==> src/rtl/burst_reorder_buffer.sv <==
// rtl/burst_reorder_buffer.sv - burst collector that replays a burst in LIFO or FIFO order
module burst_reorder_buffer #(
    parameter int DATA_W  = 8,
    parameter int DEPTH   = 16,
    parameter bit REVERSE = 1'b1
) (
    input  logic                       clk,
    input  logic                       reset,
    input  logic                       busy,
    input  logic                       i_valid,
    input  logic [DATA_W-1:0]          Din,
    output logic                       i_ready,
    output logic [DATA_W-1:0]          Dout,
    output logic                       o_valid,
    output logic [$clog2(DEPTH+1)-1:0] count,
    output logic                       ovf
);

    localparam int AW = $clog2(DEPTH);
    localparam int CW = $clog2(DEPTH+1);

    typedef enum logic {S_LOAD = 1'b0, S_DRAIN = 1'b1} state_t;

    state_t              r_state;
    state_t              w_state_nxt;
    logic [DATA_W-1:0]   r_mem [DEPTH];
    logic [AW-1:0]       r_wr_ptr;
    logic [AW-1:0]       r_rd_ptr;
    logic [CW-1:0]       r_count;
    logic [DATA_W-1:0]   r_dout;
    logic                r_o_valid;
    logic                r_ovf;
    logic                w_accept;
    logic                w_empty;
    logic [AW-1:0]       w_rd_idx;

    assign w_empty  = (r_count == '0);
    assign w_accept = i_valid && i_ready;
    // In LIFO mode r_wr_ptr is the stack pointer; it wraps to 0 only when the
    // stack is exactly full, so sp-1 still addresses the top entry.
    assign w_rd_idx = REVERSE ? (r_wr_ptr - AW'(1)) : r_rd_ptr;

    always_ff @(posedge clk or negedge reset) begin
        if (!reset) r_state <= S_LOAD;
        else        r_state <= w_state_nxt;
    end

    always_comb begin
        w_state_nxt = r_state;
        case (r_state)
            S_LOAD:  if (!i_valid && !w_empty && !busy) w_state_nxt = S_DRAIN;
            S_DRAIN: if (w_empty) w_state_nxt = S_LOAD;
            default: w_state_nxt = S_LOAD;
        endcase
    end

    always_comb begin
        i_ready = (r_state == S_LOAD) && (r_count < CW'(DEPTH));
    end

    always_ff @(posedge clk) begin
        if (w_accept) r_mem[r_wr_ptr] <= Din;
    end

    always_ff @(posedge clk or negedge reset) begin
        if (!reset) begin
            r_wr_ptr  <= '0;
            r_rd_ptr  <= '0;
            r_count   <= '0;
            r_dout    <= '0;
            r_o_valid <= 1'b0;
            r_ovf     <= 1'b0;
        end else if (r_state == S_LOAD) begin
            r_dout    <= '0;
            r_o_valid <= 1'b0;
            if (w_accept) begin
                r_wr_ptr <= r_wr_ptr + AW'(1);
                r_count  <= r_count + CW'(1);
            end else if (i_valid) begin
                r_ovf <= 1'b1;
            end
        end else begin
            if (w_empty) begin
                r_dout    <= '0;
                r_o_valid <= 1'b0;
                r_ovf     <= 1'b0;
                r_wr_ptr  <= '0;
                r_rd_ptr  <= '0;
            end else begin
                if (i_valid) r_ovf <= 1'b1;
                if (busy) begin
                    r_dout    <= '0;
                    r_o_valid <= 1'b0;
                end else begin
                    r_dout    <= r_mem[w_rd_idx];
                    r_o_valid <= 1'b1;
                    r_count   <= r_count - CW'(1);
                    if (REVERSE) r_wr_ptr <= r_wr_ptr - AW'(1);
                    else         r_rd_ptr <= r_rd_ptr + AW'(1);
                end
            end
        end
    end

    assign Dout    = r_dout;
    assign o_valid = r_o_valid;
    assign count   = r_count;
    assign ovf     = r_ovf;

endmodule

==> config.mk <==
export PLATFORM = sky130hd
export DESIGN_NAME = burst_reorder_buffer
export DESIGN_NICKNAME = d
export VERILOG_FILES = /design/src/rtl/burst_reorder_buffer.sv
export SDC_FILE = /design/constraint.sdc
export NUM_CORES = 1
export LEC_CHECK = 0
export ABC_AREA = 1
export BUFFER_PORTS_ARGS = -buffer_cell sky130_fd_sc_hd__buf_2
export CAP_MARGIN = 10
export CORE_MARGIN = 3
export CORE_UTILIZATION = 55
export CTS_BUF_LIST = sky130_fd_sc_hd__clkbuf_2 sky130_fd_sc_hd__clkbuf_4 sky130_fd_sc_hd__clkbuf_8
export DETAILED_ROUTE_END_ITERATION = 6
export MAX_ROUTING_LAYER = met4
export PLACE_DENSITY = 0.84
export SLEW_MARGIN = 20
export SYNTH_ARGS = -nofsm -noshare
export SYNTH_HDL_FRONTEND = slang
export SYNTH_SLANG_ARGS = --single-unit
==> constraint.sdc <==
create_clock -name clk -period 2.8 [get_ports clk]
set_input_delay 0.7 -clock clk [delete_from_list [all_inputs] [get_ports clk]]
set_output_delay 0.7 -clock clk [all_outputs]
set_load 0.1 [all_outputs]
# Word-level counts from Yosys, hierarchy flattened

Memories as Yosys holds them, arrays and structs flattened.
Index checks and enable logic that the tools add are counted.

Add/sub/neg operators: 4
$mul: 0
Divide/modulo/power cells: 0
$lt $le $gt $ge: 1
Equality and inequality tests: 4
Shifts and indexed selects: 0
Muxes and demuxes: 23
Bitwise logic cells: 1
Reductions and logical operators: 11

Operator list:

| cell                                             | number |
|---|---|
| two-way mux 8 bit                                | 3 |
| two-way mux 5 bit                                | 4 |
| two-way mux 4 bit                                | 4 |
| two-way mux 1 bit                                | 11 |
| != test 2 bit, second input constant             | 3 |
| adder 5 x 1 -> 5 bit, second input constant      | 1 |
| zero test 5 bit                                  | 1 |
| < comparator 5 bit, second input constant        | 1 |
| subtractor 5 x 1 -> 5 bit, second input constant | 1 |
| adder 4 x 1 -> 4 bit, second input constant      | 1 |
| logical AND 1 bit                                | 4 |
| subtractor 4 x 1 -> 4 bit, second input constant | 1 |
| zero test 1 bit                                  | 3 |
| != test 3 x 2 -> 1 bit, second input constant    | 1 |
| AND reduction 3 bit                              | 1 |
| one-hot mux 1 bit (2 select lines)               | 1 |
| AND reduction 2 bit                              | 1 |
| nonzero test 2 bit                               | 1 |
| inverter 1 bit                                   | 1 |

Register bits after elaboration: 20
Latch bits: 0
Memory bits (writable): 128
ROM bits: 0
Bits of input ports: 12
Output and inout port bits: 16
Logic and storage cells: 51
Memories: 1

Memory list:

| memory | words | width | rd ports | clocked after memory_dff | write ports | RTL line | RTL |
|---|---|---|---|---|---|---|---|
| r_mem  | 16    | 8     | 1        | 0                        | 1           | 26       | `logic [DATA_W-1:0] r_mem [DEPTH];` |

# Logic depth before layout (Yosys ltp)

Depth after elaboration: 6
Gate-level depth with buffers: 11
Gate-level depth less buffers: 10

# Least setup slack after synthesis

OpenSTA, ideal clock, no wires.

Path kind: register -> register
From: reg r_count[4] (netlist: count[4])
To: mem r_mem[0][0], enable pin
Setup time: 370 ps
Data arrival time: 2,512 ps
Required time: 2,430 ps
Path slack: -82 ps
Stages on the path, launching flop included: 7
Path buffers: 0
Clock period less this slack: 2,882 ps
Cells stage by stage: dfrtp_1 inv_1 ha_1 nand2_1 inv_1 nand2_1 nor2_1

Longest elaborated chain between the ends: 5

RTL lines:

| what                                    | RTL line | RTL |
|---|---|---|
| start, declared                         | 29       | `logic [CW-1:0] r_count;` |
| start signal, assigned                  | 78       | `r_count <= r_count + CW'(1);` |
| start signal, assigned                  | 97       | `r_count <= r_count - CW'(1);` |
| < comparator 5 bit                      | 58       | `i_ready = (r_state == S_LOAD) && (r_count < CW'(DEPTH));` |
| logical AND 1 bit                       | 58       |  |
| net i_ready                             | 12       | `output logic i_ready,` |
| logical AND 1 bit                       | 38       | `assign w_accept = i_valid && i_ready;` |
| two-way mux 1 bit                       | 62       | `if (w_accept) r_mem[r_wr_ptr] <= Din;` |
| two-way mux 1 bit (not written as such) | 62       |  |
| end, declared                           | 26       |  |

The timed path passes the listed nets, and every way through them passes these cells.

# Worst setup path in the final report

From: reg r_state
To: out i_ready

Longest elaborated chain between the ends: 2

RTL lines:

| what                   | RTL line | RTL |
|---|---|---|
| start, declared        | 24       | `state_t r_state;` |
| start signal, assigned | 45       | `else r_state <= w_state_nxt;` |
| inverter 1 bit         | n/a      |  |
| logical AND 1 bit      | 58       |  |
| end, declared          | 12       |  |

No other way between the ends.

==> impl_metrics.tcl <==
set metrics [dict create \
    antenna_found_initial 0 \
    final_max_slew_viol_count 0 \
    power_frac_comb_pct 46.4 \
    cp_top_family "buffers and inverters" \
    grt_pass1_wl_um 23600 \
    final_cell_mix "nand2_1 (189), edfxtp_1 (128), nand3_1 (107)" \
    fin_nets 618 \
    synth-seq-cells 148 \
    die_x_um 113 \
    dpl_worst_slack_ns 0.459 \
    hold_class "in2async" \
    finalHoldViolCount 0 \
    crit_path_end_kind "output pin" \
    core_area_sq_um 11000 \
    holdBufCountCts 0 \
    post_cts_buffers 0 \
    drive_gt1_share_pct 12.8 \
    io_pins 28 \
    worst-path-buf-inv 2 \
    ctsHtreeMaxLevel 4 \
    synth_warnings 0 \
    p_sw_share_pct 46.6 \
    synth-main-ff-cell "edfxtp_1" \
    initial_core_util_pct 57.1 \
    layout_commonest_cell "nand2_1" \
    whs_ns 0.202 \
    via_count 4456 \
    syn-num-nets 587 \
    ys_types 22 \
    clock_latency_ns 0.45 \
    peakVddDrop_mv 1.00 \
    multiInputGateArea_sq_um 1700 \
    rsz0062_at_grt "no" \
    power.density_nw_per_um2 1160 \
    seq_area_sq_um 4350 \
    cts_root_buffer "clkbuf_8" \
    fin_crit_ns 2.51 \
    tns_ns 0 \
    io_buffers 27 \
    crit_path_cell_trace "inv_1, ha_2, buf_2" \
    gp_congestion 0.904 \
    tritoncts "built" \
    antenna_cells 0 \
    synth_edf_count 128 \
    die_y_um 113 \
    p_clk_share_pct 19.2 \
    netlist_area_sq_um 6270 \
    syn_inst 565 \
    crit_slowest_cell "dfrtp_1" \
    p_sw_mw 3.69 \
    dieArea_sq_um 12700 \
    worstMarginPinSlew_ns 0.709 \
    critical_path.max_stage_delay_ns 0.49 \
    grt_usage_pct 25.1 \
    drtPass1Iterations 6 \
    path_class "reg2out" \
    grt_pass1_vias 4376 \
    vias_per_cell 5.95 \
    cts_buffers 17 \
    finalSetupViolCount 0 \
    ff2ff_setup_slack_ns 0.38 \
    dr.first_iter.drc_count 615 \
    ys_seq_area_share_pct 69.3 \
    avgSynthCellArea_sq_um 11.1 \
    slew_headroom_pct 52.6 \
    area.growth.synth_to_final_pct 9.16 \
    setup_slack_ns 0.292 \
    fp-row-count 38 \
    fin_crit_sh_pct 89.6 \
    path_clk_slew_ns 0.09 \
    clock_skew_ns 0.0153 \
    maxCapViolations 0 \
    cts_buffer_depth 2 \
    grt_max_degree 49 \
    critical_path_arrival_ns 1.81 \
    gr-total-overflow 0 \
    p_int_mw 4.23 \
    start_kind "flop" \
    critPathRequiredTime_ns 2.10 \
    ctsResizeCount 0 \
    drc 0 \
    ant_nets 0 \
    cts.sinks 148 \
    synthArstFlopShare_pct 13.5 \
    fillCellCount 802 \
    status "finished, final reports clean" \
    power_frac_seq_pct 34.5 \
    place_hpwl_um 9620 \
    p_leak_nw 2.69 \
    routed_wl_um 14800 \
    post_drt_wl_per_cell_um 19.7 \
    crit_fanout 8 \
    fmaxAchievable_mhz 399 \
]
## state kept, by name, indices dropped and copies added, names as in the netlist
register and flops:
ovf 1, r_state 1, r_mem 128, r_wr_ptr 4
Dout 8, o_valid 1, count 5
## worst reg2reg max path, stage by stage, from the launching register on
cell     delay, ns
dfrtp_2       0.61
inv_2         0.21
ha_1          0.58
buf_4         0.35
nand3_1       0.16
nand2_1       0.12
nor2_1        0.07
nor2_1        0.15
nor2_1        0.07
## area by class of cell
type,count,share of cell area [%]
multi-input cells,376,24.9
inverters,18,0.987
repair buffers,35,2.85
clock inverters,13,1.63
clock buffers,19,3.64
well taps,140,2.56
flip-flops and latches,148,63.5
## path summary, 6_finish.rpt
path                                    startpoint                       to  depth (start not counted)
setup / recovery                 r_state$_DFF_PN0_                  i_ready                          3
hold / removal                               reset          ovf$_DFFE_PN0P_                          1
setup reg to reg           r_wr_ptr[0]$_DFFE_PN0P_        Dout[7]$_DFF_PN0_                          8
hold reg to reg                    ovf$_DFFE_PN0P_          ovf$_DFFE_PN0P_                          2
max in group asynchronous                    reset  r_wr_ptr[0]$_DFFE_PN0P_                          1
min in group clk                              busy        r_state$_DFF_PN0_                          4
## routing by layer
| layer | GRT usage, % | up-vias | part of all wire (%) |
|---|---|---|---|
| met4 | 7.77 | 0 | 2.1 |
| met1 | 33.0 | 2116 | 39 |
| met3 | 5.67 | 32 | 10 |
| met5 | - | - | 0 |
| li1 | - | 1996 | - |
| met2 | 39.3 | 312 | 49 |
## cell families after synthesis
logic type	Yosys count	synth area share (%)
xor gates and xnor gates	3	0.419
and+or+nand+nor	352	23.7
DFF	148	69.3
adders and majority gates	10	2.11
buffers and inverters	41	3.63
AOI/OAI and AO/OA	11	0.878
## cells in the mapped netlist, types with 2 or more instances
cell,number,share of area (%)
a21oi_1,4,0.32
buf_2,11,0.88
buf_4,4,0.48
buf_6,6,1.1
clkbuf_1,2,0.12
dfrtp_1,20,8.0
edfxtp_1,128,61
ha_1,9,1.8
inv_1,13,0.78
inv_2,5,0.30
nand2_1,189,11
nand2_2,4,0.40
nand3_1,107,8.5
nand4_1,4,0.40
nor2_1,46,2.8
o21ai_0,6,0.48
xor2_1,2,0.28
## power by group through the flow
| stage | Combinational [mW] | Sequential (mW) | Clock (mW) |
|---|---|---|---|
| floorplan | 2.31 | 3.27 | 0 |
| global placement | 3.45 | 2.76 | 0 |
| detailed placement | 3.57 | 2.77 | 0 |
| CTS | 3.62 | 2.72 | 1.52 |
| global route | 4.01 | 2.75 | 1.62 |
| finish | 3.67 | 2.73 | 1.52 |
## stage by stage
stage / cell area [sq um] / cells / total power [mW] / util (%)
after global routing: 6850 / 749 / 8.38 / 62.3
final: 6850 / 749 / 7.91 / 62.3
after global placement: 6490 / 717 / 6.21 / 59.1
after detailed placement: 6490 / 717 / 6.34 / 59.1
after floorplan: 6270 / 565 / 5.59 / -
after CTS: 6850 / 749 / 7.87 / 62.3
Note: power is estimated with default switching activity, not from simulation.
